**src/rtl/ram_port_arbiter.sv**
```systemverilog
// Round-robin arbiter sharing one dual-port RAM between two requesters, with registered RAM ports.
// Define RAM_ARB_CLEAR_EN to build the zero-fill clear engine (CLEAR state, cnt sweep, busy).
module ram_port_arbiter #(
  parameter int ADDR_W = 5,
  parameter int DATA_W = 4
) (
  input  logic              clk,
  input  logic              reset,
  input  logic              req0,
  input  logic              req1,
  input  logic              we0,
  input  logic              we1,
  input  logic [ADDR_W-1:0] addr0,
  input  logic [ADDR_W-1:0] addr1,
  input  logic [DATA_W-1:0] wdata0,
  input  logic [DATA_W-1:0] wdata1,
  output logic              gnt0,
  output logic              gnt1,
  output logic              rvalid0,
  output logic              rvalid1,
  output logic [DATA_W-1:0] rdata,
  input  logic              clear,
  output logic              busy,
  output logic [ADDR_W-1:0] ram_wraddress,
  output logic [ADDR_W-1:0] ram_rdaddress,
  output logic [DATA_W-1:0] ram_data,
  output logic              ram_wren,
  input  logic [DATA_W-1:0] ram_q
);

  // Handshake: a requester holds reqN (with we/addr/wdata stable) until gntN is high;
  // the operation is accepted in that cycle and reqN may drop or change afterwards.
  typedef enum logic {S_IDLE = 1'b0, S_CLEAR = 1'b1} state_t;

  state_t            state;
  logic              last;
  logic              tag_v;
  logic              tag_id;
  logic              can_grant;
  logic              pick1;
  logic              any_gnt;
  logic              win_we;
  logic [ADDR_W-1:0] win_addr;
  logic [DATA_W-1:0] win_wdata;

  // On a tie the requester that did not win last time is chosen.
  assign can_grant = !reset && (state == S_IDLE);
  assign pick1     = req1 && (!req0 || !last);
  assign gnt1      = can_grant && pick1;
  assign gnt0      = can_grant && req0 && !pick1;
  assign any_gnt   = gnt0 || gnt1;
  assign win_we    = pick1 ? we1 : we0;
  assign win_addr  = pick1 ? addr1 : addr0;
  assign win_wdata = pick1 ? wdata1 : wdata0;
  assign rdata     = ram_q;

`ifdef RAM_ARB_CLEAR_EN
  logic [ADDR_W-1:0] cnt;
`else
  logic unused_clear;
  assign unused_clear = clear;
  assign state        = S_IDLE;
  assign busy         = 1'b0;
`endif

  always_ff @(posedge clk or posedge reset) begin
    if (reset) begin
      ram_wren      <= 1'b0;
      ram_wraddress <= '0;
      ram_rdaddress <= '0;
      ram_data      <= '0;
      rvalid0       <= 1'b0;
      rvalid1       <= 1'b0;
      tag_v         <= 1'b0;
      tag_id        <= 1'b0;
      last          <= 1'b1;
`ifdef RAM_ARB_CLEAR_EN
      state         <= S_IDLE;
      cnt           <= '0;
      busy          <= 1'b0;
`endif
    end else begin
      ram_wren <= 1'b0;
      tag_v    <= 1'b0;
      // Second tag stage lines up with the RAM's registered read data.
      rvalid0  <= tag_v && !tag_id;
      rvalid1  <= tag_v && tag_id;
      if (any_gnt) begin
        last <= pick1;
        if (win_we) begin
          ram_wraddress <= win_addr;
          ram_data      <= win_wdata;
          ram_wren      <= 1'b1;
        end else begin
          ram_rdaddress <= win_addr;
          tag_v         <= 1'b1;
          tag_id        <= pick1;
        end
      end
`ifdef RAM_ARB_CLEAR_EN
      case (state)
        S_IDLE: begin
          if (clear) begin
            state <= S_CLEAR;
            busy  <= 1'b1;
          end
        end
        S_CLEAR: begin
          ram_wraddress <= cnt;
          ram_data      <= '0;
          ram_wren      <= 1'b1;
          cnt           <= cnt + 1'b1;
          if (cnt == {ADDR_W{1'b1}}) begin
            state <= S_IDLE;
            busy  <= 1'b0;
          end
        end
      endcase
`endif
    end
  end

endmodule

```
**config.mk**
```make
export PLATFORM = sky130hd
export DESIGN_NAME = ram_port_arbiter
export DESIGN_NICKNAME = d
export VERILOG_FILES = /design/src/rtl/ram_port_arbiter.sv
export SDC_FILE = /design/constraint.sdc
export NUM_CORES = 1
export LEC_CHECK = 0
export BUFFER_PORTS_ARGS = -buffer_cell sky130_fd_sc_hd__buf_4
export CAP_MARGIN = 20
export CORE_MARGIN = 4
export CORE_UTILIZATION = 30
export CTS_CLUSTER_SIZE = 28
export DETAILED_ROUTE_END_ITERATION = 16
export GPL_ROUTABILITY_DRIVEN = 0
export PLACE_DENSITY_LB_ADDON = 0.08
export SYNTH_ARGS = -nofsm -noshare
export SYNTH_HDL_FRONTEND = slang
export SYNTH_SLANG_ARGS = --single-unit
```
**constraint.sdc**
```tcl
create_clock -name clk -period 1.46 [get_ports clk]
set_input_delay 0.219 -clock clk [delete_from_list [all_inputs] [get_ports clk]]
set_output_delay 0.219 -clock clk [all_outputs]
set_load 0.005 [all_outputs]
```
==> flow_summary.html <==
<table>
<tr><th>Metric</th><th>Value</th></tr>
<tr><th colspan="2">Place</th></tr>
<tr><td>DP Cell Count</td><td>167</td></tr>
<tr><td>Port Buf Inserts</td><td>42</td></tr>
<tr><td>Placed cell areas</td><td>1340 um^2</td></tr>
<tr><td>Half-perimeter wire length after detailed placement</td><td>1740 um</td></tr>
<tr><th colspan="2">Synthesis</th></tr>
<tr><td>Cells after Synth</td><td>81</td></tr>
<tr><td>Flop and latch count out of synthesis</td><td>20</td></tr>
<tr><td>Dominant combinational cell family by area after synthesis</td><td>multiplexers</td></tr>
<tr><td>Synthesized-area fraction occupied by ao, oa, aoi and oai cells</td><td>12.1%</td></tr>
<tr><td>Share of async-settable or async-resettable flops after synthesis</td><td>100%</td></tr>
<tr><td>Count of flip-flops with a built-in enable after synthesis</td><td>0</td></tr>
<tr><td>Synthesis warning total</td><td>0</td></tr>
<tr><td>Average footprint of a synthesized cell</td><td>12.1 um^2</td></tr>
<tr><td>Post-synthesis mux area share</td><td>17.1%</td></tr>
<tr><td>Netlist area before placement</td><td>between 900 and 1000 um^2</td></tr>
<tr><td>Proportion of synthesized chip area in sequential cells</td><td>between 50 and 60%</td></tr>
<tr><td>Area share of and/or/nand/nor cells after synthesis</td><td>10.8%</td></tr>
<tr><td>Number of distinct library cells after synthesis</td><td>22</td></tr>
<tr><td>Yosys top cell area share</td><td>48.5%</td></tr>
<tr><td>Main flop type after synthesis</td><td>dfrtp_1</td></tr>
<tr><td>Post-Synth Adder-Cell Area</td><td>0%</td></tr>
<tr><td>Post-synthesis net count</td><td>110</td></tr>
<tr><td>Cell types with the largest area share after synthesis</td><td>dfrtp_1 48%, mux2i_1 10%, mux2_2 6.9%</td></tr>
<tr><td>Parity-gate share of the synthesized area counting xor and xnor cells</td><td>0%</td></tr>
<tr><td>Cell type with the largest total area after synthesis</td><td>dfrtp_1</td></tr>
<tr><th colspan="2">Setup path</th></tr>
<tr><td>Length in cells of the worst reg-to-reg path</td><td>4</td></tr>
<tr><td>Critical Path Max Stage Delay</td><td>0.57 ns</td></tr>
<tr><td>CP arrival</td><td>1.69 ns</td></tr>
<tr><td>Required time of the critical path</td><td>1.65 ns</td></tr>
<tr><td>CP endpoint kind</td><td>register</td></tr>
<tr><td>Crit path launch</td><td>last$_DFFE_PP1P_</td></tr>
<tr><td>Worst setup SP type</td><td>register</td></tr>
<tr><td>Count of buffer and inverter cells on the critical path</td><td>1</td></tr>
<tr><td>Number of logic stages on the critical path including buffering</td><td>4</td></tr>
<tr><td>R2R Setup Slk</td><td>-0.04 ns</td></tr>
<tr><td>R2r startpoint</td><td>last$_DFFE_PP1P_</td></tr>
<tr><td>Cells traversed along the worst timing path</td><td>a21boi_4, buf_6, a32oi_4, mux2_2</td></tr>
<tr><td>Largest fanout of any net on the critical path</td><td>6</td></tr>
<tr><td>Worst path slowest cell</td><td>dfstp_2</td></tr>
<tr><td>Critical path's top delay family</td><td>flip-flops</td></tr>
<tr><td>Crit Path Class</td><td>register to register</td></tr>
<tr><td>Critical Path End</td><td>ram_wraddress[0]$_DFFE_PP0P_</td></tr>
<tr><td>Terminus of the critical flop-to-flop path</td><td>ram_wraddress[0]$_DFFE_PP0P_</td></tr>
<tr><th colspan="2">Clocking</th></tr>
<tr><td>Number of clock sinks</td><td>20</td></tr>
<tr><td>Clk pin slew, worst setup/hold paths</td><td>about 0.11 ns</td></tr>
<tr><td>Deepest clock path buffer count</td><td>2</td></tr>
<tr><td>CTS tree</td><td>done</td></tr>
<tr><td>Cell chosen for the clock root</td><td>clkbuf_4</td></tr>
<tr><td>Clock network latency to the later pin of the worst-skew pair</td><td>0.30 ns</td></tr>
<tr><td>Number of levels in the clock H-tree</td><td>1</td></tr>
<tr><td>Number of buffers created by CTS</td><td>3</td></tr>
<tr><th colspan="2">Power</th></tr>
<tr><td>IR Drop Worst-Case VDD</td><td>0.647 mV</td></tr>
<tr><td>Pleak</td><td>0.000774 uW</td></tr>
<tr><td>Post-route total power</td><td>roughly 1800 uW</td></tr>
<tr><td>Cell Pwr Density</td><td>1180 nW/um^2</td></tr>
<tr><th colspan="2">Cells and area</th></tr>
<tr><td>Final instance area</td><td>1480 um^2</td></tr>
<tr><td>Area growth from synthesis to layout</td><td>51.3%</td></tr>
<tr><td>Area of the multi-input gates</td><td>422 um^2</td></tr>
<tr><td>Final Non-Filler Cells</td><td>176</td></tr>
<tr><td>Fraction of layout instances using a drive strength above 1</td><td>57.6%</td></tr>
<tr><td>Leading cell type in the layout, fill and taps excluded</td><td>buf_4</td></tr>
<tr><td>Commonest cells after routing, fill and taps aside</td><td>47 x buf_4, 19 x dfrtp_1, 9 x nand2_1, 9 x mux2i_1</td></tr>
<tr><td>Sequential standard cell area</td><td>502 um^2</td></tr>
<tr><td>Number of inserted diodes</td><td>0</td></tr>
<tr><td>Final net count</td><td>about 160</td></tr>
<tr><td>Filler instances</td><td>324</td></tr>
<tr><th colspan="2">Routing</th></tr>
<tr><td>Aggregate routed wire length</td><td>approximately 2200 um</td></tr>
<tr><td>Number of vias in the routed layout</td><td>739</td></tr>
<tr><td># DRC</td><td>0</td></tr>
<tr><td>Per-cell via count in the routed design</td><td>4.20</td></tr>
<tr><td>Iteration-0 DRC Markers</td><td>17</td></tr>
<tr><td>Routed WL per cell</td><td>12.6 um</td></tr>
<tr><td>Total iterations of the first detailed-routing run</td><td>2</td></tr>
<tr><td>Remaining number of nets flagged by the antenna check after routing</td><td>0</td></tr>
<tr><th colspan="2">Global route</th></tr>
<tr><td>Number of global-route vias before repair</td><td>792</td></tr>
<tr><td>Total track usage</td><td>10.9%</td></tr>
<tr><td>Antenna violations before repair</td><td>0</td></tr>
<tr><td>First-pass GRT wire length</td><td>3570 um</td></tr>
<tr><td>Largest net degree at the start of global routing</td><td>18</td></tr>
<tr><td>Total overflow reported by the global router</td><td>0</td></tr>
<tr><th colspan="2">Timing</th></tr>
<tr><td>Setup TNS</td><td>-0.120 ns</td></tr>
<tr><td>Setup violations, final</td><td>3</td></tr>
<tr><td>Min cycle time layout</td><td>1.50 ns</td></tr>
<tr><td>Final setup margin</td><td>-0.0443 ns</td></tr>
<tr><td>Unrepaired setup endpoints after global routing</td><td>true</td></tr>
<tr><td>Final worst path period share</td><td>103%</td></tr>
<tr><td>Final hold violations</td><td>0</td></tr>
<tr><td>Maximum clock rate</td><td>665 MHz</td></tr>
<tr><td>Worst clock skew on the final layout</td><td>~0.013 ns</td></tr>
<tr><td>Pins over their slew limit</td><td>0</td></tr>
<tr><th colspan="2">Floorplan</th></tr>
<tr><td>Core Footprint</td><td>roughly 3100 um^2</td></tr>
<tr><td>Starting density of the core</td><td>approximately a third</td></tr>
<tr><td>Chip width</td><td>65.2 um</td></tr>
<tr><td>Placement Rows</td><td>20</td></tr>
<tr><td>Height of the chip</td><td>65.2 um</td></tr>
<tr><td>Floorplan die area</td><td>4250 um^2</td></tr>
<tr><td>Number of primary I/O pins</td><td>53</td></tr>
<tr><th colspan="2">Run status</th></tr>
<tr><td>Violations in the final reports</td><td>negative setup slack</td></tr>
<tr><td>Outcome</td><td>finished, violations left</td></tr>
<tr><th colspan="2">Worst hold path</th></tr>
<tr><td>Type of the most critical hold path</td><td>input pin to asynchronous set/reset pin</td></tr>
<tr><th colspan="2">Job</th></tr>
<tr><td>Max-cap viol count</td><td>0</td></tr>
</table>
per-layer routing:
metal,vias to the layer above,GRT usage [%],share of wire (%)
met5,-,0,0
met4,0,2.85,0.54
met3,2,4.79,8.7
met2,30,17.4,48
met1,336,13.5,43
li1,371,-,-
per-stage QoR:
stage               utilization (%)  setup WS, ns  hold WS, ns
detailed placement             43.3        0.0166        0.166
global route                   47.8       -0.0827       0.0399
floorplan                         -        0.0818        0.196
global placement               43.3        0.0236        0.170
finish                         47.8       -0.0443       0.0245
CTS                            46.7       -0.0744      0.00678
registers in the layout, indices dropped and copies added, names as in the netlist:
| name | flops |
|---|---|
| rvalid1 | 1 |
| ram_rdaddress | 5 |
| tag_id | 1 |
| tag_v | 1 |
| ram_wraddress | 5 |
| ram_data | 4 |
| rvalid0 | 1 |
| ram_wren | 1 |
| last | 1 |
worst register-to-register path: stages, from the launching register on:
cell	delay [ns]
dfstp_2	0.57
a21boi_4	0.06
buf_6	0.14
a32oi_4	0.25
mux2_2	0.38
cell type report:
class	instances	share of cell area, %
clock inverter	1	2.02
timing repair buffer	54	29.0
inverter	6	1.52
tap	44	3.71
multi-input combinational	48	28.4
sequential	20	33.8
clock buffer	3	1.52
timing repair:
action / 4_1_cts / 5_1_grt
endpoints found under the hold margin: 2 / 0
hold buffers: 1 / 0
resized for setup: 6 / 10
pin swaps: 2 / 2
endpoints found under the setup margin: 1 / 13
gates cloned: 0 / 0
setup buffers: 3 / 1
logic make-up after synthesis:
| group | after synthesis |
|---|---|
| AND/OR/NAND/NOR | 19 |
| other | 1 |
| buffers and inverters | 13 |
| multiplexers | 16 |
| AO/OA/AOI/OAI | 12 |
| flip-flops | 20 |
cell usage after synthesis (all sizes together), types with 2 or more instances:
| master | n |
|---|---|
| buf | 7 |
| nand2 | 9 |
| inv | 6 |
| dfrtp | 19 |
| nor2b | 2 |
| and2 | 2 |
| mux2i | 10 |
| mux2 | 6 |
| o21ai | 8 |
| nor2 | 3 |
report_power, final:
group,internal [uW],total [uW],switching [uW]
Combinational,347,552,206
Clock,278,451,173
Sequential,683,753,70.6
Total,1310,1760,450
worst min-delay path by stage:
| stage | startpoint | to | depth (start not counted) | slack [ns] |
|---|---|---|---|---|
| 6_report | reset | last$_DFFE_PP1P_ | 2 | 0.02 |
| 5_1_grt | reset | last$_DFFE_PP1P_ | 2 | 0.04 |
| 4_1_cts | reset | last$_DFFE_PP1P_ | 2 | 0.007 |
| 3_5_place_dp | reset | ram_rdaddress[0]$_DFFE_PP0P_ | 2 | 0.17 |
| 3_3_place_gp | reset | ram_rdaddress[0]$_DFFE_PP0P_ | 2 | 0.17 |
| 2_1_floorplan | reset | ram_data[0]$_DFFE_PP0P_ | 1 | 0.20 |
Note: power is estimated with default switching activity, not from simulation.
